[src/rtl/alu_pipe_if.sv]
// Operand/result handshake bundle for alu_pipe.
// The source drives operands and consumes results (master);
// the ALU accepts operands and presents results (slave).
interface alu_pipe_if #(
    parameter int WIDTH = 4
);
    logic [WIDTH-1:0]   A;
    logic [WIDTH-1:0]   B;
    logic [2:0]         op;
    logic               in_valid;
    logic               in_ready;
    logic [2*WIDTH-1:0] out;
    logic               zero;
    logic               out_valid;
    logic               out_ready;

    modport master (
        output A, B, op, in_valid, out_ready,
        input  in_ready, out, zero, out_valid
    );

    modport slave (
        input  A, B, op, in_valid, out_ready,
        output in_ready, out, zero, out_valid
    );
endinterface

[src/rtl/alu_pipe.sv]
// alu_pipe: handshaked WIDTH-bit unsigned ALU with a registered 2*WIDTH-bit
// result and a zero flag.
// Build option ALU_SEQ_MUL_EN: when defined, MUL runs as a shift-add loop
// producing one partial product per cycle (latency WIDTH). When undefined,
// MUL is a single-cycle product like every other opcode.
//
// state  | meaning
// IDLE   | no result held, ready for operands
// MUL    | iterative multiply in progress (ALU_SEQ_MUL_EN only)
// DONE   | result valid on out/zero, waiting for out_ready
module alu_pipe #(
    parameter int WIDTH = 4
) (
    input  logic       clk,
    input  logic       rst,
    alu_pipe_if.slave  bus
);
    localparam int OW = 2 * WIDTH;
    localparam logic [OW-1:0] SUB_MASK = (OW'(1) << (WIDTH + 1)) - OW'(1);

    localparam logic [2:0] OP_ADD = 3'd0;
    localparam logic [2:0] OP_MUL = 3'd1;
    localparam logic [2:0] OP_OR  = 3'd2;
    localparam logic [2:0] OP_AND = 3'd3;
    localparam logic [2:0] OP_SUB = 3'd4;
    localparam logic [2:0] OP_XOR = 3'd5;
    localparam logic [2:0] OP_MAX = 3'd6;
    localparam logic [2:0] OP_MIN = 3'd7;

    typedef enum logic [1:0] {
        S_IDLE = 2'd0,
        S_MUL  = 2'd1,
        S_DONE = 2'd2
    } state_t;

    state_t          state_q, state_d;
    logic [OW-1:0]   out_q;
    logic            zero_q;
    logic [OW-1:0]   a_ext, b_ext, alu_res;
    logic            in_ready_c, accept, load_res;

`ifdef ALU_SEQ_MUL_EN
    localparam int CW = $clog2(WIDTH + 1);

    logic [OW-1:0]    mul_a_q;
    logic [WIDTH-1:0] mul_b_q;
    logic [OW-1:0]    acc_q, acc_sum;
    logic [CW-1:0]    cnt_q;
    logic             load_mul, finish_mul;

    assign acc_sum = acc_q + (mul_b_q[0] ? mul_a_q : '0);
`endif

    assign a_ext         = OW'(bus.A);
    assign b_ext         = OW'(bus.B);
    assign in_ready_c    = (state_q == S_IDLE) || ((state_q == S_DONE) && bus.out_ready);
    assign accept        = bus.in_valid && in_ready_c;
    assign bus.in_ready  = in_ready_c;
    assign bus.out_valid = (state_q == S_DONE);
    assign bus.out       = out_q;
    assign bus.zero      = zero_q;

    // Single-cycle result for every opcode (MUL only when not iterative).
    always_comb begin
        alu_res = '0;
        case (bus.op)
            OP_ADD:  alu_res = a_ext + b_ext;
`ifdef ALU_SEQ_MUL_EN
            OP_MUL:  alu_res = '0;
`else
            OP_MUL:  alu_res = a_ext * b_ext;
`endif
            OP_OR:   alu_res = a_ext | b_ext;
            OP_AND:  alu_res = a_ext & b_ext;
            OP_SUB:  alu_res = (a_ext - b_ext) & SUB_MASK;
            OP_XOR:  alu_res = a_ext ^ b_ext;
            OP_MAX:  alu_res = (bus.A > bus.B) ? a_ext : b_ext;
            OP_MIN:  alu_res = (bus.A < bus.B) ? a_ext : b_ext;
            default: alu_res = '0;
        endcase
    end

    // Next-state logic and load strobes for the result/multiply registers.
    always_comb begin
        state_d  = state_q;
        load_res = 1'b0;
`ifdef ALU_SEQ_MUL_EN
        load_mul   = 1'b0;
        finish_mul = 1'b0;
`endif
        case (state_q)
            S_IDLE, S_DONE: begin
                if ((state_q == S_DONE) && bus.out_ready) begin
                    state_d = S_IDLE;
                end
                if (accept) begin
`ifdef ALU_SEQ_MUL_EN
                    if (bus.op == OP_MUL) begin
                        state_d  = S_MUL;
                        load_mul = 1'b1;
                    end else begin
                        state_d  = S_DONE;
                        load_res = 1'b1;
                    end
`else
                    state_d  = S_DONE;
                    load_res = 1'b1;
`endif
                end
            end
`ifdef ALU_SEQ_MUL_EN
            S_MUL: begin
                if (cnt_q == CW'(1)) begin
                    state_d    = S_DONE;
                    finish_mul = 1'b1;
                end
            end
`endif
            default: state_d = S_IDLE;
        endcase
    end

    // State register and registered result/zero flag.
    always_ff @(posedge clk) begin
        if (!rst) begin
            state_q <= S_IDLE;
            out_q   <= '0;
            zero_q  <= 1'b0;
        end else begin
            state_q <= state_d;
            if (load_res) begin
                out_q  <= alu_res;
                zero_q <= (alu_res == '0);
            end
`ifdef ALU_SEQ_MUL_EN
            else if (finish_mul) begin
                out_q  <= acc_sum;
                zero_q <= (acc_sum == '0);
            end
`endif
        end
    end

`ifdef ALU_SEQ_MUL_EN
    // Shift-add multiplier: A shifts left, B shifts right, one bit per cycle.
    always_ff @(posedge clk) begin
        if (!rst) begin
            mul_a_q <= '0;
            mul_b_q <= '0;
            acc_q   <= '0;
            cnt_q   <= '0;
        end else if (load_mul) begin
            mul_a_q <= a_ext;
            mul_b_q <= bus.B;
            acc_q   <= '0;
            cnt_q   <= CW'(WIDTH);
        end else if (state_q == S_MUL) begin
            acc_q   <= acc_sum;
            mul_a_q <= mul_a_q << 1;
            mul_b_q <= mul_b_q >> 1;
            cnt_q   <= cnt_q - CW'(1);
        end
    end
`endif
endmodule
[src/flat_wrapper.sv]
// flat-port wrapper written by rule: the top's interface ports become plain ports
module alu_pipe_flat 
#(
    parameter int WIDTH = 4
)
  (clk, rst, bus_A, bus_B, bus_op, bus_in_valid, bus_out_ready, bus_in_ready, bus_out, bus_zero, bus_out_valid);
  alu_pipe_if #(.WIDTH(WIDTH)) bus_i ();
  input  logic clk;
  input  logic rst;
  input wire logic [$bits(bus_i.A)-1:0] bus_A;
  input wire logic [$bits(bus_i.B)-1:0] bus_B;
  input wire logic [$bits(bus_i.op)-1:0] bus_op;
  input wire logic [$bits(bus_i.in_valid)-1:0] bus_in_valid;
  input wire logic [$bits(bus_i.out_ready)-1:0] bus_out_ready;
  output wire logic [$bits(bus_i.in_ready)-1:0] bus_in_ready;
  output wire logic [$bits(bus_i.out)-1:0] bus_out;
  output wire logic [$bits(bus_i.zero)-1:0] bus_zero;
  output wire logic [$bits(bus_i.out_valid)-1:0] bus_out_valid;
  assign bus_i.A = bus_A;
  assign bus_i.B = bus_B;
  assign bus_i.op = bus_op;
  assign bus_i.in_valid = bus_in_valid;
  assign bus_i.out_ready = bus_out_ready;
  assign bus_in_ready = bus_i.in_ready;
  assign bus_out = bus_i.out;
  assign bus_zero = bus_i.zero;
  assign bus_out_valid = bus_i.out_valid;
  alu_pipe #(.WIDTH(WIDTH)) u_core (.clk(clk), .rst(rst), .bus(bus_i));
endmodule
[config.mk]
export PLATFORM = sky130hd
export DESIGN_NAME = alu_pipe_flat
export DESIGN_NICKNAME = d
export VERILOG_FILES = /design/src/rtl/alu_pipe_if.sv /design/src/rtl/alu_pipe.sv /design/src/flat_wrapper.sv
export SDC_FILE = /design/constraint.sdc
export NUM_CORES = 1
export LEC_CHECK = 0
export ABC_AREA = 1
export CELL_PAD_IN_SITES_DETAIL_PLACEMENT = 0
export CELL_PAD_IN_SITES_GLOBAL_PLACEMENT = 1
export CORE_MARGIN = 4
export CORE_UTILIZATION = 34
export DETAILED_ROUTE_END_ITERATION = 10
export GPL_TIMING_DRIVEN = 0
export MAX_ROUTING_LAYER = met4
export PLACE_DENSITY_LB_ADDON = 0.08
export RECOVER_POWER = 50
export SLEW_MARGIN = 20
export SYNTH_ARGS = -nofsm -noshare
export SYNTH_HDL_FRONTEND = slang
export SYNTH_SLANG_ARGS = --single-unit
[constraint.sdc]
create_clock -name clk -period 3 [get_ports clk]
set_input_delay 0.45 -clock clk [delete_from_list [all_inputs] [get_ports clk]]
set_output_delay 0.45 -clock clk [all_outputs]
set_load 0.005 [all_outputs]
==> results.ini <==
[sta]
relSlewSlack = 0.6305
max_freq_mhz = 340.9
final.min_clock_period_ns = 2.933
layout_setup_ws_ns = 0.06670
tns_ns = 0
fin_crit_sh = 0.9778
slew_violations = 0
rsz0062_at_grt = yes
setup_viol = 0
fin_skew_ns = 0.0008063
hold_viol_final = 0
tightest_slew_ns = 0.5501

[routing]
dr.pass1.iters = 4
dr_wl_met2_mm = 1.852
drtIter0Drc = 60
vias = 1572
top_layer_used = met4
wl_met3_um = 163
drcViolationCount = 0
drt-vias-per-instance = 4.793
post_drt_wl_per_cell_um = 12.30
m1WireLength_mm = 1.992
ant_nets = 0
finalWirelength_mm = 4.036

[clock_network]
holdBufCountCts = 0
numCtsBuffers = 3
path_clk_slew_ns = 0.04
cts_sinks = 10
tritoncts = yes
h-tree-depth = 1
clockRootBuffer = clkbuf_8
clockBufferDepth = 2
insertion_delay_ns = 0.23

[placement]
post-place-ws_ns = -0.8491
place_hpwl_mm = 3.461
dp.cells = 320
place_area_um2 = 1876
port_buffers = 25
place_congestion = 0.8421

[worst_setup_path]
path_common_cell = nand2_1
path_class = in2reg
critPathCaptureType = flop
cp_num_buf_inv = 2
crit_path_top_delay_cell = fa_1
crit_path_start_kind = input port
cp.required_ns = 3.17
cp_cell_sequence = buf_8, nand2_4, fa_1, inv_2, fa_1, fa_2, nand2_2, a21oi_2, o21bai_1, nand2_1, nand2_2, nand3_2, nor2_2, nand2_1, nor2_1, nand2_1, a21oi_2
slowest_delay_ns = 0.55
cp_max_fo = 5
cp.arrival_ns = 3.10
crit_family = adder cells

[power_and_ir_drop]
p_leak_nw = 1.106
p_clk_frac = 0.272
seqPwrFrac = 0.249
vdd.ir_drop.worst_mv = 0.07986
p_comb_frac = 0.478
sw_frac_of_total = 0.3579
p_switching_uw = 212.4
p_per_area_nw_per_um2 = 294.1
p_int_uw = 381.0

[cells_and_area]
diodes = 0
layout-drive-gt1-share = 0.1341
finish.instance_area_um2 = 2018
layout_commonest_cell = nand2_1
area_growth_pct = 29.35
utilization = 0.4603
final_cell_mix = 50 x nand2_1, 44 x inv_1, 24 x ha_1
stdcell_count = 328
nets = 323

[yosys]
ys_ff_latch = 10
synth-main-ff-cell = dfxtp_1
yosysSeqAreaShare = 0.1283
synth_edf_count = 0
yosysWarnings = 0
syn-cell-area_um2 = 1560
syn-instance-count = 243
synth_cell_types = 25
syn-num-nets = 289
avgSynthCellArea_um2 = 6.421
async_flop_share = 0

[global_route]
track_usage = 0.1531
grt_pass1_wl_mm = 6.624
grt_overflow_total = 0
grt_pass1_vias = 1459
antenna_found_initial = 0
grt_max_degree = 11

[die]
io_pins = 26
row_count = 24
die_w_um = 75.74
start_util = 0.3559
core_um2 = 4384
dieArea_um2 = 5737
die_y_um = 75.74

[run_status]
status = completed

[worst_hold_path]
worstHoldPathType = reg2reg

[flow_run]
drv_cap = 0

worst reg2reg max path: cells and delay by family, from the launching register on:
kind,cells,cell delay (ns)
compound gates,2,0.25
buf+inv,2,0.51
flops,1,0.30
simple gates,2,0.23
final cells by class:
cell class / count / area [µm²]
buffer: 1 / 3.754
clock buffer: 4 / 55.05
fill: 459 / 2366
inverter: 48 / 180.2
multi-input combinational: 184 / 1220
sequential: 10 / 200.2
tap: 52 / 65.06
timing repair buffer: 29 / 294.0
sequential cells by signal (all words and copies together) (netlist names):
signal	flops
u_core.bus.out	8
u_core.bus.zero	1
u_core.state_q	1
logic make-up after synthesis:
| logic type | synth area share |
|---|---|
| compound gates | 0.1227 |
| xor+xnor | 0.005614 |
| fa+ha+maj | 0.2775 |
| buf+inv | 0.1179 |
| flops | 0.1283 |
| simple gates | 0.3480 |
final timing paths:
kind / depth (start not counted) / start / end / slack, ns
worst max-delay path: 17 / bus_B[2] / u_core.bus.zero / 0.07
worst min-delay path: 2 / u_core.bus.zero / u_core.bus.zero / 0.46
worst max register to register: 6 / u_core.state_q[1] / u_core.bus.out[6] / 1.64
worst min register to register: 2 / u_core.bus.zero / u_core.bus.zero / 0.46
repair_timing:
item	in CTS	in global routing
pin swaps	2	12
endpoints found under the setup margin	6	1
gates resized for setup	29	31
setup buffers	0	4
Yosys cell counts (2+ instances only):
| master | n | share of area |
|---|---|---|
| fa_1 | 6 | 0.077 |
| nand3_1 | 23 | 0.074 |
| nor2_1 | 19 | 0.046 |
| or2_2 | 2 | 0.0080 |
| inv_1 | 45 | 0.11 |
| inv_2 | 3 | 0.0072 |
| ha_1 | 25 | 0.20 |
| o21ai_0 | 14 | 0.045 |
| a21oi_1 | 12 | 0.038 |
| o211ai_1 | 5 | 0.024 |
| nor3_1 | 5 | 0.016 |
| dfxtp_1 | 10 | 0.13 |
| nand2_1 | 55 | 0.13 |
| nand4_1 | 8 | 0.032 |
metal layers:
metal | track usage | vias to the layer above
li1 | - | 860
met1 | 0.2027 | 675
met2 | 0.2538 | 33
met3 | 0.01451 | 4
met4 | 0.02913 | 0
met5 | - | -
power groups by stage:
stage / registers, mW / clock network (mW) / logic (mW)
detailed placement: 0.151 / 0 / 0.266
finish: 0.148 / 0.162 / 0.284
floorplan: 0.152 / 0 / 0.171
CTS: 0.149 / 0.167 / 0.271
global route: 0.149 / 0.174 / 0.324
global placement: 0.151 / 0 / 0.267
through the flow:
| stage | hold WS, ns | power, mW |
|---|---|---|
| 2_1_floorplan | 0.4733 | 0.3226 |
| 3_3_place_gp | 0.4659 | 0.4178 |
| 3_5_place_dp | 0.4723 | 0.4171 |
| 4_1_cts | 0.4793 | 0.5872 |
| 5_1_grt | 0.4854 | 0.6473 |
| 6_report | 0.4616 | 0.5935 |
No activity file was read; power rests on OpenSTA's default activity.
